<file path="config.mk">
export PLATFORM = sky130hd
export DESIGN_NAME = adc_trigger_seq
export DESIGN_NICKNAME = d
export VERILOG_FILES = /design/src/rtl/adc_trigger_pkg.sv /design/src/rtl/adc_trigger_sync.sv /design/src/rtl/adc_trigger_seq.sv
export SDC_FILE = /design/constraint.sdc
export NUM_CORES = 1
export LEC_CHECK = 0
export BUFFER_PORTS_ARGS = -buffer_cell sky130_fd_sc_hd__buf_2
export CAP_MARGIN = 20
export CORE_MARGIN = 10
export CORE_UTILIZATION = 50
export CTS_CLUSTER_SIZE = 28
export DETAILED_ROUTE_END_ITERATION = 7
export PLACE_DENSITY = 0.69
export SLEW_MARGIN = 15
export SYNTH_ARGS = -nofsm -noshare
export SYNTH_HDL_FRONTEND = slang
export SYNTH_SLANG_ARGS = --single-unit
</file>
<file path="constraint.sdc">
create_clock -name clk -period 8.3 [get_ports clk]
set_clock_uncertainty 0.15 [all_clocks]
set_input_delay 0 -clock clk [delete_from_list [all_inputs] [get_ports clk]]
set_output_delay 0 -clock clk [all_outputs]
set_load 0.01 [all_outputs]
</file>
<file path="src/rtl/adc_trigger_pkg.sv">
// adc_trigger_seq shared types: mode and FSM encodings,
// plus the minimum usable trigger period.
package adc_trigger_pkg;

   typedef enum logic [1:0] {
      OFF   = 2'd0,
      CONT  = 2'd1,
      BURST = 2'd2,
      RSVD  = 2'd3
   } mode_e;

   typedef enum logic {
      IDLE = 1'b0,
      RUN  = 1'b1
   } state_e;

   localparam int MIN_PERIOD = 2;

endpackage

</file>
<file path="src/rtl/adc_trigger_sync.sv">
// Two-flop synchronizer plus registered rising-edge detect
// for the external sync input (ADC_TRIGGER_EXT_SYNC_EN builds).
module adc_trigger_sync
   import adc_trigger_pkg::*;
(
   input  logic clk,
   input  logic reset,
   input  logic async_in,
   output logic pulse
);

   logic s1;
   logic s2;
   logic s3;

   // metastability stages, edge history and one-cycle edge pulse
   always_ff @(posedge clk) begin
      if (reset) begin
         s1    <= 1'b0;
         s2    <= 1'b0;
         s3    <= 1'b0;
         pulse <= 1'b0;
      end else begin
         s1    <= async_in;
         s2    <= s1;
         s3    <= s2;
         pulse <= s2 & ~s3;
      end
   end

endmodule

</file>
<file path="src/rtl/adc_trigger_seq.sv">
// ADC trigger sequencer: continuous or burst trigger pulse train.
// Optional ext_sync start input when ADC_TRIGGER_EXT_SYNC_EN is defined.
module adc_trigger_seq
   import adc_trigger_pkg::*;
#(
   parameter int DIV_WIDTH = 32,
   parameter int CNT_WIDTH = 16,
   parameter int PULSE_LEN = 1
) (
   input  logic                 clk,
   input  logic                 reset,
   input  logic [DIV_WIDTH-1:0] divider,
   input  logic [1:0]           mode,
   input  logic [CNT_WIDTH-1:0] burst_len,
   input  logic                 start,
   input  logic                 stop,
   output logic                 trigger,
   output logic                 busy,
   output logic                 done,
   output logic [CNT_WIDTH-1:0] trig_count
`ifdef ADC_TRIGGER_EXT_SYNC_EN
   ,
   input  logic                 ext_sync
`endif
);

   state_e               state;
   state_e               state_nx;
   mode_e                mode_q;
   logic [DIV_WIDTH-1:0] div_q;
   logic [CNT_WIDTH-1:0] len_q;
   logic [DIV_WIDTH-1:0] phase;
   logic [DIV_WIDTH-1:0] phase_nx;
   logic [DIV_WIDTH-1:0] period;
   logic [DIV_WIDTH-1:0] p_m1;
   logic [DIV_WIDTH-1:0] hi;
   logic [DIV_WIDTH-1:0] ph_wrap;
   logic [CNT_WIDTH-1:0] cnt_nx;
   logic                 trig_nx;
   logic                 done_nx;
   logic                 go;
   logic                 accept;
   logic                 zero_burst;
   logic                 burst_end;

`ifdef ADC_TRIGGER_EXT_SYNC_EN
   logic sync_pulse;

   adc_trigger_sync u_sync (
      .clk      (clk),
      .reset    (reset),
      .async_in (ext_sync),
      .pulse    (sync_pulse)
   );

   assign go = start | sync_pulse;
`else
   assign go = start;
`endif

   assign accept = (state == IDLE) & go & ~stop &
                   ((mode == CONT) | (mode == BURST));
   assign zero_burst = accept & (mode == BURST) &
                       (burst_len == '0);

   assign period = (div_q < DIV_WIDTH'(MIN_PERIOD)) ?
                   DIV_WIDTH'(MIN_PERIOD) : div_q;
   assign p_m1 = period - DIV_WIDTH'(1);
   assign hi = (DIV_WIDTH'(PULSE_LEN) < p_m1) ?
               DIV_WIDTH'(PULSE_LEN) : p_m1;
   assign ph_wrap = (phase == p_m1) ?
                    '0 : phase + DIV_WIDTH'(1);

   // leave one cycle early so done lands on the last period cycle
   assign burst_end = (state == RUN) & (mode_q == BURST) &
                      (trig_count == len_q) &
                      (phase == period - DIV_WIDTH'(2));

   assign busy = (state == RUN);

   // state register
   always_ff @(posedge clk) begin
      if (reset) state <= IDLE;
      else       state <= state_nx;
   end

   // next-state logic
   always_comb begin
      state_nx = state;
      unique case (state)
         IDLE: if (accept && !zero_burst) state_nx = RUN;
         RUN:  if (stop || burst_end)     state_nx = IDLE;
         default: state_nx = IDLE;
      endcase
   end

   // next values of the registered outputs and phase counter
   always_comb begin
      phase_nx = '0;
      trig_nx  = 1'b0;
      done_nx  = 1'b0;
      cnt_nx   = trig_count;
      unique case (state)
         IDLE: begin
            if (accept) begin
               if (zero_burst) begin
                  cnt_nx  = '0;
                  done_nx = 1'b1;
               end else begin
                  cnt_nx  = CNT_WIDTH'(1);
                  trig_nx = 1'b1;
               end
            end
         end
         RUN: begin
            if (stop) begin
               trig_nx = 1'b0;
            end else if (burst_end) begin
               done_nx = 1'b1;
            end else begin
               phase_nx = ph_wrap;
               trig_nx  = (ph_wrap < hi);
               if (ph_wrap == '0)
                  cnt_nx = trig_count + CNT_WIDTH'(1);
            end
         end
         default: ;
      endcase
   end

   // output, phase and latched configuration registers
   always_ff @(posedge clk) begin
      if (reset) begin
         phase      <= '0;
         trigger    <= 1'b0;
         done       <= 1'b0;
         trig_count <= '0;
         div_q      <= '0;
         mode_q     <= OFF;
         len_q      <= '0;
      end else begin
         phase      <= phase_nx;
         trigger    <= trig_nx;
         done       <= done_nx;
         trig_count <= cnt_nx;
         if (accept) begin
            div_q  <= divider;
            mode_q <= mode_e'(mode);
            len_q  <= burst_len;
         end
      end
   end

endmodule

</file>
# Word level (Yosys, flattened, before mapping)
# Cells that the tools add are included.
[totals] ff_bits=101 input_bits=54 out_inout_bits=19
[op_classes] addsub=4 magnitude_cmp=3 n_eq_ne=10 muxes=22 bitwise_logic=11 n_reduce_logical=7
[ops] op="32-bit 2-to-1 mux" count=3
[ops] op="32-bit equality test" count=2
[ops] op="16-bit 2-to-1 mux" count=4
[ops] op="32-bit by 1-bit adder with 32-bit output (second input constant)" count=1
[ops] op="32-bit zero test" count=1
[ops] op="1-bit by 32-bit < comparator with 1-bit output (first input constant)" count=1
[ops] op="32-bit by 2-bit < comparator with 1-bit output (second input constant)" count=1
[ops] op="32-bit < comparator" count=1
[ops] op="16-bit one-hot mux with 2 select lines" count=1
[ops] op="32-bit by 1-bit subtractor with 32-bit output (second input constant)" count=1
[ops] op="32-bit by 2-bit subtractor with 32-bit output (second input constant)" count=1
[ops] op="16-bit by 1-bit adder with 16-bit output (second input constant)" count=1
[ops] op="16-bit equality test" count=1
[ops] op="16-bit zero test" count=1
[ops] op="1-bit 2-to-1 mux" count=11
[ops] op="1-bit bitwise AND" count=8
[ops] op="2-bit inequality test (second input constant)" count=3
[ops] op="1-bit one-hot mux with 2 select lines" count=3
[ops] op="2-bit equality test (second input constant)" count=2
[ops] op="4-bit AND reduction" count=1
[ops] op="4-bit OR reduction" count=1
[ops] op="2-bit by 1-bit equality test with 1-bit output (second input constant)" count=1
[ops] op="2-bit by 1-bit inequality test with 1-bit output (second input constant)" count=1
[ops] op="1-bit NOT" count=2
[ops] op="other kinds (4)" count=4

# Logic depth before layout (Yosys ltp)
# Gate-level depths: netlist of the first run.
[depth] word_depth=10 depth_mapped=28 mapped_depth_nobuf=24

# Worst setup path after synthesis of the first run
# OpenSTA, ideal clock, no wires.
[synth_path] path_type="register to register" startpoint="reg div_q[3]" endpoint="reg trigger" setup_time_ns=0.069 arrival_time_ns=6.170 required_time_ns=8.081 path_slack_ns=1.911 path_stages_with_launch=27 period_less_slack_ns=6.389 path_cell_list="dfxtp_1 > buf_4 > nor3_1 > and4_4 > a31oi_4 > inv_2 > clkbuf_1 > ha_1 > nor3b_2 > nand4_1 > or4_1 > a32oi_1 > nand4_1 > nor4b_2 > clkbuf_1 > nor2_1 > ha_1 > a21o_1 > a21o_1 > a21o_1 > a21o_1 > a21o_1 > a21o_1 > a21oi_1 > nor2_1 > or4_1 > o21ai_1"
[synth_via] elab_chain_len=9 elab_cells_between_ends=14 classes_between="add/sub (2); order compare (3); eq/ne (2); mux (6); bitwise (1)"
[synth_rtl] element="from (decl)" line_no="adc_trigger_seq.sv:30" text="logic [DIV_WIDTH-1:0] div_q;"
[synth_rtl] element="from (signal assigned)" line_no="adc_trigger_seq.sv:147" text="div_q <= divider;"
[synth_rtl] element="32-bit by 2-bit < comparator with 1-bit output" line_no="adc_trigger_seq.sv:66" text="assign period = (div_q < DIV_WIDTH'(MIN_PERIOD)) ?"
[synth_rtl] element="32-bit 2-to-1 mux (*)" line_no="adc_trigger_seq.sv:66"
[synth_rtl] element="32-bit by 1-bit subtractor with 32-bit output (*)" line_no="adc_trigger_seq.sv:68" text="assign p_m1 = period - DIV_WIDTH'(1);"
[synth_rtl] element="32-bit equality test (*)" line_no="adc_trigger_seq.sv:71" text="assign ph_wrap = (phase == p_m1) ?"
[synth_rtl] element="32-bit 2-to-1 mux (*)" line_no="adc_trigger_seq.sv:71"
[synth_rtl] element="net ph_wrap[8]" line_no="adc_trigger_seq.sv:37" text="logic [DIV_WIDTH-1:0] ph_wrap;"
[synth_rtl] element="32-bit < comparator (*)" line_no="adc_trigger_seq.sv:122" text="trig_nx = (ph_wrap < hi);"
[synth_rtl] element="1-bit 2-to-1 mux (*)" line_no="adc_trigger_seq.sv:118" text="end else if (burst_end) begin"
[synth_rtl] element="1-bit 2-to-1 mux (*)" line_no="adc_trigger_seq.sv:116" text="if (stop) begin"
[synth_rtl] element="1-bit one-hot mux with 2 select lines (*)" line_no="adc_trigger_seq.sv:103" text="unique case (state)"
[synth_rtl] element="to (signal assigned)" line_no="adc_trigger_seq.sv:143" text="trigger <= trig_nx;"
[synth_rtl] element="to (decl)" line_no="adc_trigger_seq.sv:17" text="output logic trigger,"
# Mark *: on every way through the listed nets, which the timed path passes. The rest lies on a longest branch.
# A chain may end at the register's enable or synchronous reset.

# Worst setup path in the final report of the first run
# Same ends and word-level chain as after synthesis.

==> results of run 1 <==
-- power breakdown --
part	internal, mW	leakage, nW	switching, mW
Sequential	0.494	0.817	0.0201
Combinational	0.178	2.82	0.286
Clock	0.215	0.145	0.224
-- layout make-up --
type	count	area, µm²	share of cell area, %
repair buffers	131	931	9.82
clock buffers	9	225	2.37
inverters	13	48.8	0.515
well taps	216	270	2.85
flip-flops and latches	101	2020	21.3
multi-input cells	949	5910	62.3
clock inverters	7	75.1	0.792
-- per-layer routing --
metal | up-vias | routed length (µm)
met1 | 4010 | 11900
met5 | - | 0
met2 | 346 | 13600
met3 | 76 | 2050
met4 | 0 | 1130
li1 | 4167 | -
-- what timing repair did --
item                                    4_1_cts  5_1_grt
hold buffers                                 51        0
endpoints found under the setup margin        0        0
hold endpoints to repair                     53        0
-- flip-flops by register name, indices dropped and copies added, names as in the netlist --
register    cells
div_q          32
phase          32
len_q          16
trig_count     16
mode_q          2
busy            1
done            1
trigger         1
-- synth_stat cells (all sizes together), types with 12 or more instances --
library cell / count / area [µm²]
and4: 12 / 108
xnor2: 62 / 543
nand3: 32 / 160
nand2: 157 / 589
o21ai: 24 / 120
ha: 36 / 450
nand2b: 13 / 81.3
nor4: 33 / 277
inv: 13 / 48.8
or4: 20 / 158
nand4: 43 / 269
a21o: 14 / 105
nor3: 33 / 165
a21oi: 81 / 405
buf: 20 / 113
nor2: 135 / 519
xor2: 45 / 394
dfxtp: 101 / 2020
clkbuf: 56 / 210
-- worst min-delay path, cell delays in order --
cell	delay (ns)
buf_2	0.09
buf_4	0.30
nor2_1	0.17
-- per-stage QoR --
| stage | hold WS [ns] | setup WS, ns | utilization (%) | std cells |
|---|---|---|---|---|
| 6_report | 0.0971 | 1.03 | 59.5 | 1426 |
| 5_1_grt | 0.125 | 0.461 | 59.5 | 1426 |
| 4_1_cts | 0.0870 | 1.11 | 59.5 | 1426 |
| 3_5_place_dp | 0.100 | 1.14 | 54.4 | 1359 |
| 3_3_place_gp | 0.0975 | 1.24 | 54.4 | 1359 |
| 2_1_floorplan | -0.0140 | 1.91 | - | 1139 |
-- cell families after synthesis --
| family | Yosys count | share of synthesized area (%) |
|---|---|---|
| xor+xnor | 107 | 11.5 |
| buf+inv | 89 | 4.54 |
| flops | 101 | 24.7 |
| fa+ha+maj | 36 | 5.51 |
| mux | 15 | 1.90 |
| compound gates | 204 | 16.3 |
| simple gates | 556 | 35.6 |
| other cells | 1 | 0.0459 |
-- final timing paths --
path              from   endpoint  slack [ns]
max           div_q[3]    trigger        1.03
min              reset       done         0.1
max reg2reg   div_q[3]    trigger        1.03
min reg2reg  mode_q[0]  mode_q[0]        0.31
==> flow_summary.json, run 1 <==
{
  "status": "complete, no violations",
  "cp_slowest_stage_delay_ns": 0.64,
  "cp_num_cells": 24,
  "layout.nets": 1295,
  "htreeDepth": 3,
  "use_met3_pct": 4.85,
  "syn_area_mm2": 0.00818,
  "cts_buffers": 9,
  "yosysWarnings": 0,
  "drv_slew": 0,
  "cp_max_fo": 30,
  "ctsResizeCount": 0,
  "async_flop_share_pct": 0,
  "synth.avg_cell_area_um2": 7.37,
  "tightest_slew_ns": 1.05,
  "finalInstanceArea_mm2": 0.00948,
  "cts.sinks": 101,
  "fillers": 1517,
  "critPathKind": "reg -> reg",
  "endpoint_kind": "register",
  "port-buffer-count": 72,
  "use_met2_pct": 43.3,
  "worstSkewPairLatency_ns": 0.37,
  "leakage_nw": 3.78,
  "period_share_pct": 87.6,
  "slew_headroom_pct": 29.4,
  "setup_viol": 0,
  "drt_wl_total_mm": 28.7,
  "power_mw": 1.42,
  "drive_gt1_share_pct": 10.9,
  "cp_slowest_cell": "nor3_1",
  "ys_seq_area_share_pct": 24.7,
  "initialDrtViolationCount": 883,
  "via_per_inst": 6.03,
  "met1_usage_pct": 31.7,
  "grt.busiest_layer": "met2",
  "chipHeight_um": 148,
  "dp_hpwl_mm": 21.9,
  "syn-instance-count": 1109,
  "vias": 8599,
  "initial_utilization_pct": 51.3,
  "cts_buffer_depth": 2,
  "cts_setup_buffers": 0,
  "crit_required_ns": 8.44,
  "final_common_cell": "nand2_1",
  "hold_depth": 3,
  "pwr_density_cell_mw_per_mm2": 149,
  "placed_area_mm2": 0.00867,
  "gp_congestion": 1.04,
  "peakVddDrop_v": 0.000110,
  "cts_root_buffer": "clkbuf_16",
  "fin_crit_ns": 7.27,
  "ys_ff_latch": 101,
  "postRouteAntennaNets": 0,
  "antenna_found_initial": 0,
  "min_path_type": "in -> reg",
  "cp_num_buf_inv": 2,
  "arrival_ns": 7.42,
  "design.die.area_mm2": 0.0219,
  "drv_cap": 0,
  "tritoncts": "done",
  "die_x_um": 148,
  "critPathTopFamily": "simple AND/OR/NAND/NOR gates",
  "drcViolationCount": 0,
  "synth_cell_types": 77,
  "antenna_cells": 0,
  "final_cell_mix": "nand2_1 (157), nor2_1 (132), dfxtp_1 (101)",
  "overflow": 0,
  "syn_to_final_growth_pct": 16.0,
  "ys.flop_type": "dfxtp_1",
  "rsz0062_at_grt": "false",
  "grt_pass1_wl_mm": 45.5,
  "cp_cell_sequence": "nor3_1, and4_4, a31oi_4, inv_2, ha_1, nor3b_2, nand4_1, or4_1, a32oi_1, nand4_1, nor4b_4, buf_4, nor2_1, ha_1, a21o_1, a21o_1, a21o_1, a21o_1, a21o_1, a21o_1, a21oi_1, nor2_1, or4_1, o21ai_1",
  "startpoint_type": "register",
  "rows": 46,
  "cpMostUsedCell": "a21o_1",
  "setup_tns_ns": 0,
  "reg2reg_depth": 24,
  "grtUsageTotal_pct": 25.8,
  "core_mm2": 0.0159,
  "wl_per_cell_um": 20.1,
  "drt-pass1-iter-count": 8,
  "grt_pass1_vias": 8198,
  "fmax_mhz": 138,
  "grt_start_max_net_pins": 60,
  "synth_edf_count": 0,
  "io_pins": 73,
  "final-hold-violation-count": 0,
  "clkTransAtPathRegs_ns": 0.08
}
Note: power is estimated with default switching activity, not from simulation.
==> run 2: changes to the inputs <==
CORE_MARGIN = 5   (was 10)
SYNTH_HIERARCHICAL = 1   (was default)
==> flow_summary.json, run 2 <==
{
  "drv_slew": 0,
  "finalInstanceArea_mm2": 0.00950,
  "fin_crit_ns": 7.17,
  "postRouteAntennaNets": 0,
  "drive_gt1_share_pct": 10.9,
  "peakVddDrop_v": 0.000132,
  "cts_buffer_depth": 2,
  "yosysWarnings": 6,
  "drt-pass1-iter-count": 6,
  "setup_tns_ns": 0,
  "cts_setup_buffers": 0,
  "min_path_type": "in -> reg",
  "core_mm2": 0.0159,
  "synth_top_area_share_pct": 24.7,
  "syn_to_final_growth_pct": 16.1,
  "dpl_worst_slack_ns": 1.28,
  "synth_cell_types": 77,
  "antenna_cells": 0,
  "htreeDepth": 3,
  "cts_root_buffer": "clkbuf_16",
  "io_pins": 73,
  "final_cell_mix": "nand2_1 (157), nor2_1 (132), dfxtp_1 (101)",
  "tightest_slew_ns": 0.971,
  "period_share_pct": 86.4,
  "dp_hpwl_mm": 21.8,
  "p_seq_share_pct": 36.1,
  "final_common_cell": "nand2_1",
  "final-hold-violation-count": 0,
  "overflow": 0,
  "tritoncts": "done",
  "synth_common_cells": "nand2_1 (157), nor2_1 (132), dfxtp_1 (101)",
  "drcViolationCount": 0,
  "drt_wl_total_mm": 28.3,
  "chipHeight_um": 138,
  "finalWorstSetupSlack_ns": 1.13,
  "slew_headroom_pct": 34.6,
  "synth_edf_count": 0,
  "grt_pass1_vias": 8362,
  "drv_cap": 0,
  "ys_seq_area_share_pct": 24.7,
  "yosysTopAreaCell": "dfxtp_1",
  "arrival_ns": 7.31,
  "port-buffer-count": 72,
  "antenna_found_initial": 0,
  "grt_pass1_wl_mm": 44.8,
  "via_per_inst": 6.04,
  "die_x_um": 138,
  "rsz0062_at_grt": "false",
  "cts.sinks": 101,
  "endpoint_kind": "register",
  "switching_share_pct": 36.0,
  "critPathKind": "reg -> reg",
  "rows": 46,
  "ys.flop_type": "dfxtp_1",
  "gp_congestion": 1.03,
  "synthTopCellsByArea": "dfxtp_1 (25%), nand2_1 (7.2%), xnor2_1 (6.6%), nor2_1 (6.1%), ha_1 (5.5%)",
  "ys_ff_latch": 101,
  "grt_start_max_net_pins": 60,
  "largestRegisters": "div_q x32, phase x32",
  "layout.nets": 1295,
  "status": "complete, no violations",
  "setup_viol": 0,
  "yosysMostFrequentCell": "nand2_1",
  "holdWs_ns": 0.106,
  "p_comb_share_pct": 32.3,
  "intPower_mw": 0.914,
  "fmax_mhz": 139,
  "power_mw": 1.43,
  "p_sw_mw": 0.513,
  "initial_utilization_pct": 51.3,
  "syn-instance-count": 1109,
  "crit_required_ns": 8.44,
  "vias": 8612,
  "syn_area_mm2": 0.00818,
  "initialDrtViolationCount": 648,
  "worstSkewPairLatency_ns": 0.36,
  "leakage_nw": 3.78,
  "async_flop_share_pct": 0,
  "startpoint_type": "register",
  "clkTransAtPathRegs_ns": 0.08,
  "grtUsageTotal_pct": 30.3,
  "p_clk_share_pct": 31.6,
  "design.die.area_mm2": 0.0190,
  "cts_buffers": 9,
  "wl_per_cell_um": 19.8,
  "pwr_density_cell_mw_per_mm2": 150,
  "placed_area_mm2": 0.00867,
  "synth.avg_cell_area_um2": 7.37,
  "cp_max_fo": 33
}
run 2: cell counts after synthesis:
No cell type changed its count.
run 2: through the flow:
step,instances,util (%)
floorplan,1139,-
global placement,1359,54.4
detailed placement,1359,54.4
CTS,1426,59.6
global route,1426,59.6
finish,1426,59.6
run 2: kinds of logic (layout without fill, tap and decap cells):
kind of cell / Yosys count / after routing / synth area share [%]
other: 1 / 31 / 0.0459
multiplexers: 15 / 15 / 1.90
XOR/XNOR: 107 / 107 / 11.5
adder cells (fa/ha/maj): 36 / 36 / 5.51
flip-flops: 101 / 101 / 24.7
buffers and inverters: 89 / 160 / 4.54
AND/OR/NAND/NOR: 556 / 556 / 35.6
AO/OA/AOI/OAI: 204 / 204 / 16.3
run 2: path summary, 6_finish.rpt:
path	to	depth (start not counted)	slack (ns)	start
hold / removal	div_q[13]	3	0.11	reset
setup / recovery	trigger	24	1.13	div_q[9]
hold reg to reg	mode_q[0]	2	0.31	mode_q[0]
setup reg to reg	trigger	24	1.13	div_q[9]
run 2: power groups by stage:
| stage | Combinational [mW] | Sequential [mW] | Clock [mW] |
|---|---|---|---|
| global route | 0.495 | 0.517 | 0.480 |
| CTS | 0.447 | 0.515 | 0.458 |
| floorplan | 0.314 | 0.513 | 0 |
| global placement | 0.433 | 0.526 | 0 |
| finish | 0.461 | 0.516 | 0.451 |
| detailed placement | 0.426 | 0.527 | 0 |
run 2: final cells by class:
cell class,instances,area (µm²)
clock buffers,9,225
clock inverters,7,88.8
fillers,1516,6450
inverters,13,48.8
multi-input cells,949,5910
flip-flops and latches,101,2020
well taps,216,270
repair buffers,131,931
run 2: metal layers:
layer / global-route usage (%) / share of wire (%) / vias to the layer above
met1: 37.7 / 42 / 4086
met4: 10.5 / 3.2 / 0
li1: - / - / 4156
met3: 4.72 / 6.1 / 52
met2: 53.0 / 49 / 318
met5: 0 / 0 / -
run 2: what timing repair did:
item / CTS / global route
gates resized for setup: 0 / 0
hold buffers: 51 / 0
hold endpoints to repair: 53 / 0
run 2: worst max-delay path: stages (launching register included):
cell and delay (ns):
dfxtp_1 0.48, nor3_1 0.63, and4_4 0.38, a31oi_4 0.13, inv_2 0.27, ha_1 0.24
nor3b_2 0.48, nand4_1 0.47, or4_1 0.64, a32oi_1 0.17, nand4_1 0.26, nor4b_4 0.32
buf_4 0.35, nor2_1 0.10, ha_1 0.20, a21o_1 0.17, a21o_1 0.17, a21o_1 0.17
a21o_1 0.17, a21o_1 0.17, a21o_1 0.17, a21oi_1 0.14, nor2_1 0.05, or4_1 0.46
o21ai_1 0.13
